==> src/rtl/id_pkg.sv <==
// Shared decode constants and selector types for the registered decode stage.
package id_pkg;

  localparam logic [6:0] OPC_OP_IMM = 7'b0010011;
  localparam logic [6:0] OPC_OP     = 7'b0110011;
  localparam logic [6:0] OPC_LUI    = 7'b0110111;
  localparam logic [6:0] OPC_AUIPC  = 7'b0010111;
  localparam logic [6:0] OPC_JAL    = 7'b1101111;
  localparam logic [6:0] OPC_JALR   = 7'b1100111;

  localparam logic [4:0] TYPE_ARITH = 5'b10000;
  localparam logic [4:0] TYPE_LOGIC = 5'b01000;
  localparam logic [4:0] TYPE_LDST  = 5'b00100;
  localparam logic [4:0] TYPE_JUMP  = 5'b00010;
  localparam logic [4:0] TYPE_SYS   = 5'b00001;

  localparam logic [7:0] ALU_ADD   = 8'h11;
  localparam logic [7:0] ALU_SUB   = 8'h12;
  localparam logic [7:0] ALU_SLT   = 8'h13;
  localparam logic [7:0] ALU_SLTU  = 8'h14;
  localparam logic [7:0] ALU_LUI   = 8'h15;
  localparam logic [7:0] ALU_AUIPC = 8'h16;
  localparam logic [7:0] ALU_AND   = 8'h21;
  localparam logic [7:0] ALU_OR    = 8'h22;
  localparam logic [7:0] ALU_XOR   = 8'h23;
  localparam logic [7:0] ALU_SLL   = 8'h24;
  localparam logic [7:0] ALU_SRL   = 8'h25;
  localparam logic [7:0] ALU_SRA   = 8'h26;
  localparam logic [7:0] JMP_JAL   = 8'h41;
  localparam logic [7:0] JMP_JALR  = 8'h42;

  typedef enum logic [2:0] {
    IMM_NONE,
    IMM_I,
    IMM_SHAMT,
    IMM_U,
    IMM_J
  } imm_fmt_e;

  typedef enum logic [1:0] {
    OP1_RS1,
    OP1_PC,
    OP1_ZERO
  } op1_sel_e;

  typedef enum logic [1:0] {
    OP2_RS2,
    OP2_IMM,
    OP2_FOUR
  } op2_sel_e;

  function automatic int unsigned shamt_width(input int unsigned data_width);
    return (data_width == 64) ? 6 : 5;
  endfunction

endpackage

==> src/rtl/id_stage_pipe_decode.sv <==
// Combinational instruction classifier: class, operation code, immediate and port usage.
module id_decode
  import id_pkg::*;
#(
  parameter int unsigned DATA_WIDTH = 64
) (
  input  logic [31:0]           inst,
  output logic                  illegal,
  output logic [4:0]            inst_type,
  output logic [7:0]            inst_opcode,
  output logic [DATA_WIDTH-1:0] imm,
  output logic                  rs1_used,
  output logic                  rs2_used,
  output op1_sel_e              op1_sel,
  output op2_sel_e              op2_sel,
  output logic                  rd_w_ena,
  output logic [4:0]            rd_w_addr
);

  localparam int unsigned SHAMT_W = shamt_width(DATA_WIDTH);
  localparam logic [6:0]  F7_BASE = 7'b0000000;
  localparam logic [6:0]  F7_ALT  = 7'b0100000;

  logic [6:0] opcode;
  logic [2:0] funct3;
  logic [6:0] funct7;
  logic [4:0] rd;
  logic       shamt_hi_bad;
  imm_fmt_e   imm_fmt;

  assign opcode = inst[6:0];
  assign funct3 = inst[14:12];
  assign funct7 = inst[31:25];
  assign rd     = inst[11:7];
  // On a 32-bit datapath inst[25] would be shamt[5], which does not exist.
  assign shamt_hi_bad = (SHAMT_W == 5) ? inst[25] : 1'b0;

  always_comb begin
    illegal     = 1'b0;
    inst_type   = '0;
    inst_opcode = '0;
    imm_fmt     = IMM_NONE;
    rs1_used    = 1'b0;
    rs2_used    = 1'b0;
    op1_sel     = OP1_RS1;
    op2_sel     = OP2_IMM;
    case (opcode)
      OPC_OP_IMM: begin
        rs1_used  = 1'b1;
        imm_fmt   = IMM_I;
        inst_type = TYPE_ARITH;
        case (funct3)
          3'b000: inst_opcode = ALU_ADD;
          3'b010: inst_opcode = ALU_SLT;
          3'b011: inst_opcode = ALU_SLTU;
          3'b100: begin inst_type = TYPE_LOGIC; inst_opcode = ALU_XOR; end
          3'b110: begin inst_type = TYPE_LOGIC; inst_opcode = ALU_OR;  end
          3'b111: begin inst_type = TYPE_LOGIC; inst_opcode = ALU_AND; end
          3'b001: begin
            inst_type   = TYPE_LOGIC;
            inst_opcode = ALU_SLL;
            imm_fmt     = IMM_SHAMT;
            illegal     = (inst[31:26] != 6'b000000) || shamt_hi_bad;
          end
          default: begin
            inst_type   = TYPE_LOGIC;
            inst_opcode = inst[30] ? ALU_SRA : ALU_SRL;
            imm_fmt     = IMM_SHAMT;
            illegal     = ({inst[31], inst[29:26]} != 5'b00000) || shamt_hi_bad;
          end
        endcase
      end
      OPC_OP: begin
        rs1_used = 1'b1;
        rs2_used = 1'b1;
        op2_sel  = OP2_RS2;
        case ({funct7, funct3})
          {F7_BASE, 3'b000}: begin inst_type = TYPE_ARITH; inst_opcode = ALU_ADD;  end
          {F7_ALT,  3'b000}: begin inst_type = TYPE_ARITH; inst_opcode = ALU_SUB;  end
          {F7_BASE, 3'b010}: begin inst_type = TYPE_ARITH; inst_opcode = ALU_SLT;  end
          {F7_BASE, 3'b011}: begin inst_type = TYPE_ARITH; inst_opcode = ALU_SLTU; end
          {F7_BASE, 3'b111}: begin inst_type = TYPE_LOGIC; inst_opcode = ALU_AND;  end
          {F7_BASE, 3'b110}: begin inst_type = TYPE_LOGIC; inst_opcode = ALU_OR;   end
          {F7_BASE, 3'b100}: begin inst_type = TYPE_LOGIC; inst_opcode = ALU_XOR;  end
          {F7_BASE, 3'b001}: begin inst_type = TYPE_LOGIC; inst_opcode = ALU_SLL;  end
          {F7_BASE, 3'b101}: begin inst_type = TYPE_LOGIC; inst_opcode = ALU_SRL;  end
          {F7_ALT,  3'b101}: begin inst_type = TYPE_LOGIC; inst_opcode = ALU_SRA;  end
          default:           illegal = 1'b1;
        endcase
      end
      OPC_LUI: begin
        inst_type   = TYPE_ARITH;
        inst_opcode = ALU_LUI;
        imm_fmt     = IMM_U;
        op1_sel     = OP1_ZERO;
      end
      OPC_AUIPC: begin
        inst_type   = TYPE_ARITH;
        inst_opcode = ALU_AUIPC;
        imm_fmt     = IMM_U;
        op1_sel     = OP1_PC;
      end
      OPC_JAL: begin
        inst_type   = TYPE_JUMP;
        inst_opcode = JMP_JAL;
        imm_fmt     = IMM_J;
        op1_sel     = OP1_PC;
        op2_sel     = OP2_FOUR;
      end
      OPC_JALR: begin
        inst_type   = TYPE_JUMP;
        inst_opcode = JMP_JALR;
        imm_fmt     = IMM_I;
        rs1_used    = 1'b1;
        op1_sel     = OP1_PC;
        op2_sel     = OP2_FOUR;
        illegal     = (funct3 != 3'b000);
      end
      default: illegal = 1'b1;
    endcase
    if (illegal) begin
      inst_type   = '0;
      inst_opcode = '0;
      rs1_used    = 1'b0;
      rs2_used    = 1'b0;
    end
  end

  always_comb begin
    imm = '0;
    case (imm_fmt)
      IMM_I:     imm = DATA_WIDTH'($signed(inst[31:20]));
      IMM_SHAMT: imm = DATA_WIDTH'(inst[20 +: SHAMT_W]);
      IMM_U:     imm = DATA_WIDTH'($signed({inst[31:12], 12'b0}));
      IMM_J:     imm = DATA_WIDTH'($signed({inst[31], inst[19:12], inst[20], inst[30:21], 1'b0}));
      default:   imm = '0;
    endcase
  end

  assign rd_w_ena  = !illegal && (rd != 5'd0);
  assign rd_w_addr = rd_w_ena ? rd : 5'd0;

endmodule

==> src/rtl/id_stage_pipe.sv <==
// Registered decode stage: regfile read ports, operand muxing, valid/ready pipe register.
module id_stage_pipe
  import id_pkg::*;
#(
  parameter int unsigned DATA_WIDTH = 64,
  parameter int unsigned PC_WIDTH   = 64
) (
  input  logic                  clk,
  input  logic                  rst_n,
  input  logic                  in_valid,
  output logic                  in_ready,
  input  logic [PC_WIDTH-1:0]   in_pc,
  input  logic [31:0]           in_inst,
  input  logic                  flush,
  output logic                  rs1_r_ena,
  output logic [4:0]            rs1_r_addr,
  input  logic [DATA_WIDTH-1:0] rs1_data,
  output logic                  rs2_r_ena,
  output logic [4:0]            rs2_r_addr,
  input  logic [DATA_WIDTH-1:0] rs2_data,
  output logic                  out_valid,
  input  logic                  out_ready,
  output logic [PC_WIDTH-1:0]   out_pc,
  output logic [4:0]            out_inst_type,
  output logic [7:0]            out_inst_opcode,
  output logic [DATA_WIDTH-1:0] out_op1,
  output logic [DATA_WIDTH-1:0] out_op2,
  output logic [DATA_WIDTH-1:0] out_imm,
  output logic                  out_rd_w_ena,
  output logic [4:0]            out_rd_w_addr,
  output logic                  out_illegal
);

  logic                  dec_illegal;
  logic [4:0]            dec_type;
  logic [7:0]            dec_opcode;
  logic [DATA_WIDTH-1:0] dec_imm;
  logic                  dec_rs1_used;
  logic                  dec_rs2_used;
  op1_sel_e              dec_op1_sel;
  op2_sel_e              dec_op2_sel;
  logic                  dec_rd_w_ena;
  logic [4:0]            dec_rd_w_addr;

  id_decode #(.DATA_WIDTH(DATA_WIDTH)) u_decode (
    .inst        (in_inst),
    .illegal     (dec_illegal),
    .inst_type   (dec_type),
    .inst_opcode (dec_opcode),
    .imm         (dec_imm),
    .rs1_used    (dec_rs1_used),
    .rs2_used    (dec_rs2_used),
    .op1_sel     (dec_op1_sel),
    .op2_sel     (dec_op2_sel),
    .rd_w_ena    (dec_rd_w_ena),
    .rd_w_addr   (dec_rd_w_addr)
  );

  logic                  valid_q,     valid_d;
  logic [PC_WIDTH-1:0]   pc_q,        pc_d;
  logic [4:0]            type_q,      type_d;
  logic [7:0]            opcode_q,    opcode_d;
  logic [DATA_WIDTH-1:0] op1_q,       op1_d;
  logic [DATA_WIDTH-1:0] op2_q,       op2_d;
  logic [DATA_WIDTH-1:0] imm_q,       imm_d;
  logic                  rd_w_ena_q,  rd_w_ena_d;
  logic [4:0]            rd_w_addr_q, rd_w_addr_d;
  logic                  illegal_q,   illegal_d;

  logic                  accept;
  logic [DATA_WIDTH-1:0] op1_sel_val;
  logic [DATA_WIDTH-1:0] op2_sel_val;
  logic [DATA_WIDTH-1:0] imm_sel_val;

  assign in_ready = !valid_q || out_ready;
  assign accept   = in_valid && in_ready && !flush;

  assign rs1_r_ena  = in_valid && dec_rs1_used;
  assign rs1_r_addr = rs1_r_ena ? in_inst[19:15] : 5'd0;
  assign rs2_r_ena  = in_valid && dec_rs2_used;
  assign rs2_r_addr = rs2_r_ena ? in_inst[24:20] : 5'd0;

  always_comb begin
    op1_sel_val = '0;
    op2_sel_val = '0;
    case (dec_op1_sel)
      OP1_RS1: op1_sel_val = rs1_data;
      OP1_PC:  op1_sel_val = DATA_WIDTH'(in_pc);
      default: op1_sel_val = '0;
    endcase
    case (dec_op2_sel)
      OP2_RS2:  op2_sel_val = rs2_data;
      OP2_FOUR: op2_sel_val = DATA_WIDTH'(4);
      default:  op2_sel_val = dec_imm;
    endcase
    if (dec_illegal) begin
      op1_sel_val = '0;
      op2_sel_val = '0;
    end
    // Jumps carry the target offset in imm while op2 holds the link increment.
    imm_sel_val = (dec_type == TYPE_JUMP) ? dec_imm : op2_sel_val;
  end

  always_comb begin
    valid_d     = valid_q;
    pc_d        = pc_q;
    type_d      = type_q;
    opcode_d    = opcode_q;
    op1_d       = op1_q;
    op2_d       = op2_q;
    imm_d       = imm_q;
    rd_w_ena_d  = rd_w_ena_q;
    rd_w_addr_d = rd_w_addr_q;
    illegal_d   = illegal_q;
    if (flush) begin
      valid_d = 1'b0;
    end else if (accept) begin
      valid_d     = 1'b1;
      pc_d        = in_pc;
      type_d      = dec_type;
      opcode_d    = dec_opcode;
      op1_d       = op1_sel_val;
      op2_d       = op2_sel_val;
      imm_d       = imm_sel_val;
      rd_w_ena_d  = dec_rd_w_ena;
      rd_w_addr_d = dec_rd_w_addr;
      illegal_d   = dec_illegal;
    end else if (out_ready) begin
      valid_d = 1'b0;
    end
  end

  always_ff @(posedge clk) begin
    if (!rst_n) begin
      valid_q     <= 1'b0;
      pc_q        <= '0;
      type_q      <= '0;
      opcode_q    <= '0;
      op1_q       <= '0;
      op2_q       <= '0;
      imm_q       <= '0;
      rd_w_ena_q  <= 1'b0;
      rd_w_addr_q <= '0;
      illegal_q   <= 1'b0;
    end else begin
      valid_q     <= valid_d;
      pc_q        <= pc_d;
      type_q      <= type_d;
      opcode_q    <= opcode_d;
      op1_q       <= op1_d;
      op2_q       <= op2_d;
      imm_q       <= imm_d;
      rd_w_ena_q  <= rd_w_ena_d;
      rd_w_addr_q <= rd_w_addr_d;
      illegal_q   <= illegal_d;
    end
  end

  assign out_valid       = valid_q;
  assign out_pc          = pc_q;
  assign out_inst_type   = type_q;
  assign out_inst_opcode = opcode_q;
  assign out_op1         = op1_q;
  assign out_op2         = op2_q;
  assign out_imm         = imm_q;
  assign out_rd_w_ena    = rd_w_ena_q;
  assign out_rd_w_addr   = rd_w_addr_q;
  assign out_illegal     = illegal_q;

endmodule

==> config.mk <==
export PLATFORM = sky130hd
export DESIGN_NAME = id_stage_pipe
export DESIGN_NICKNAME = d
export VERILOG_FILES = /design/src/rtl/id_pkg.sv /design/src/rtl/id_stage_pipe_decode.sv /design/src/rtl/id_stage_pipe.sv
export SDC_FILE = /design/constraint.sdc
export NUM_CORES = 1
export LEC_CHECK = 0
export ABC_AREA = 1
export CAP_MARGIN = 20
export CORE_AREA = 2 2 204 206
export CTS_CLUSTER_DIAMETER = 60
export DETAILED_ROUTE_END_ITERATION = 12
export DIE_AREA = 0 0 206 208
export SYNTH_ARGS = -nofsm -noshare
export SYNTH_HDL_FRONTEND = slang
export SYNTH_HIERARCHICAL = 1
export SYNTH_SLANG_ARGS = --single-unit
==> constraint.sdc <==
create_clock -name clk -period 4.8 [get_ports clk]
set_input_delay 1.2 -clock clk [delete_from_list [all_inputs] [get_ports clk]]
set_output_delay 1.2 -clock clk [all_outputs]
set_load 0.01 [all_outputs]
==> summary.txt <==
Synthesis
  – Most numerous cell in the Yosys netlist: nand2_1
  – Top_reg_cell synth: dfxtp_1
  – Cell taking the most area after synthesis: dfxtp_1
  – Unique masters post-synth: 26
  – Top-area cell type share of the netlist area: 0.414
  – Commonest cells in the netlist: 641 x nand2_1, 319 x nor2_1, 277 x dfxtp_1, 177 x a21oi_1, 158 x o21ai_0
  – Register area share after synthesis: 0.414
  – Syn Inst Count: 2054
  – Number of synthesized flops with an enable pin: 0
  – Post-synth ARST share: 0
  – #FFs+latches synth: 277
  – Synthesized area per cell: 6.52 um2
  – Top post-synthesis cells by area: dfxtp_1 41%, nand2_1 18%, nor2_1 8.9%
  – Synth warn: 6
  – Mapped cell area: 13400 um2

Timing
  – Final min period: 4.67 ns
  – Clock skew: 0.0232 ns
  – Post-route setup TNS: 0 ns
  – Fmax: 214 MHz
  – Slew Limit Headroom: 0.264
  – Final period utilization: 0.973
  – Setup Viol. Count Final: 0
  – Final hold violation count: 0
  – RSZ-0062 raised after global routing: false
  – Worst-margin pin slew: 1.10 ns
  – Count of pins over their slew limit: 0

Floorplanning
  – Core Box Area: 40600 um2
  – Num rows: 74
  – Initial Utilization: 0.330
  – Die Ht: around 210 um
  – Io pins: 519
  – Die area: 42800 um2
  – Die Wd: 206 um

Placement
  – GPL Wtd Cong: between 0.8 and 0.9
  – # port buffers: about 520
  – Placed cell area: 18600 um2
  – Post-DP HPWL: 36400 um

Clocking
  – CTS max path bufs: 3
  – Reg clk slew, reported paths: approximately 0.060 ns
  – CTS Buf Count: 38
  – # clock sinks: 277
  – CTS Root Cell: clkbuf_16
  – Skew-Pair Late Insertion Delay: 0.55 ns
  – H-Tree Depth: 2
  – CTS tree: yes

Drt
  – Routed vias/inst: 4.82
  – DRT iter0 DRCs: around 900
  – Via count: 14700
  – WL/cell: 17.3 um
  – Pre-antenna DRT Iters: 5
  – Final Routed Wirelength: 52500 um
  – Final ANT Viol Nets: 0
  – Number of remaining DRC errors: 0

Hold path
  – Worst hold path type: reg2reg

Final layout
  – Multi-input logic area: 6460 um2
  – Synthesis-to-layout area growth: 49.2%
  – Final Net Count: 2707
  – Finished Cell Area: 20000 um2
  – Fillers: 4093
  – Share of cells above drive strength 1: 0.0626
  – Register Area: about 5500 um2

Power
  – Max VDD drop: 0.229 mV
  – Lkg Pwr: 8.41 nW
  – Pwr/cell area: roughly 310 nW/um2

Global route
  – GRT overflow: 0
  – First-pass GRT wire length: 79700 um
  – Vias in the first global route: 13800
  – GRT Total Usage: 0.236
  – Largest net degree at the start of global routing: about 110
  – Initial antenna violation count: 5

Status
  – Status: completed

Setup path
  – CP required: 3.60 ns
  – Worst Path Max Fanout: 6
  – Startpoint Class: primary input
  – Worst EP arrival: 3.47 ns
  – Worst Setup End Kind: primary output
  – Crit Path Class: in2out

Job
  – # Max-Cap Violations: 0
-- state kept, by name, summed over array words and instances (netlist names) --
| signal | flops |
|---|---|
| out_illegal | 1 |
| out_op2 | 64 |
| out_op1 | 64 |
| out_rd_w_addr | 5 |
| out_imm | 64 |
| out_inst_type | 5 |
| out_valid | 1 |
| out_inst_opcode | 8 |
| out_rd_w_ena | 1 |
| out_pc | 64 |
-- where the power goes --
group / total (mW) / internal [mW] / switching [mW]
clock: 2.91 / 1.79 / 1.11
combinational: 0.896 / 0.463 / 0.433
sequential: 2.47 / 2.41 / 0.0596
total: 6.28 / 4.67 / 1.61
-- stage by stage --
step	power, mW	hold WS, ns	setup slack [ns]	util	cells
final	6.28	0.463	0.128	0.493	3042
after global routing	6.54	0.472	0.00151	0.493	3041
after CTS	6.36	0.463	0.0735	0.492	3036
after detailed placement	3.42	0.454	0.00748	0.459	2968
after global placement	3.41	0.451	0.0617	0.459	2968
after floorplan	2.89	0.488	0.952	-	2057
-- placed cells by master, fill, tap and decap left out, types with 5 or more instances in the layout --
cell type          n
a21oi_1          176
buf_12             8
buf_4             32
clkbuf_1           7
clkbuf_16         39
clkbuf_8           8
clkdlybuf4s50_1  515
dfxtp_1          277
inv_1             95
inv_2             11
nand2_1          638
nand2_2           12
nand3_1           38
nand3_2            5
nor2_1           316
nor2_2            10
nor2_4             9
o21ai_0          158
o21ai_1          114
-- worst paths after layout --
path	from	to	slack, ns	cells past startpoint
worst min register to register	out_op1[26]	out_op1[26]	0.46	2
worst max-delay path	in_inst[5]	rs1_r_addr[4]	0.13	12
worst max register to register	out_valid	out_pc[59]	2.72	5
worst min-delay path	out_op1[26]	out_op1[26]	0.46	2
-- worst max-delay path, cell delays in order --
cell	delay, ns
clkdlybuf4s50_1	0.61
inv_2	0.12
nor3_2	0.19
nand2_1	0.14
nand2_2	0.10
nor2_1	0.06
nand3_2	0.08
nand2_2	0.06
nor2_2	0.14
nand2_4	0.11
nor2_1	0.12
clkdlybuf4s50_1	0.54
-- metal layers --
layer | share of wire | track usage
met2 | 0.48 | 0.394
met5 | 0.00025 | 0
met1 | 0.42 | 0.292
met4 | 0.033 | 0.0894
met3 | 0.072 | 0.0580
-- timing repair --
action,CTS,global route
hold buffers,0,0
resized for setup,1,9
endpoints found under the setup margin,6,8
buffers inserted,0,2
-- area by class of cell --
type,count,area share
diodes,4,0.000501
clock buffers,54,0.0557
clock inverters,14,0.00970
inverters,107,0.0205
multi-input cells,1496,0.323
flip-flops and latches,277,0.277
well taps,532,0.0333
repair buffers,558,0.280
-- cells by family (layout without fill, tap and decap cells) --
| family | count (synthesis) | after routing | synth area share |
|---|---|---|---|
| simple gates | 1040 | 1040 | 0.308 |
| compound gates | 452 | 452 | 0.169 |
| buf+inv | 284 | 733 | 0.108 |
| flops | 277 | 277 | 0.414 |
| other cells | 1 | 8 | 0.000280 |
Power figures use the tool's default switching activity.
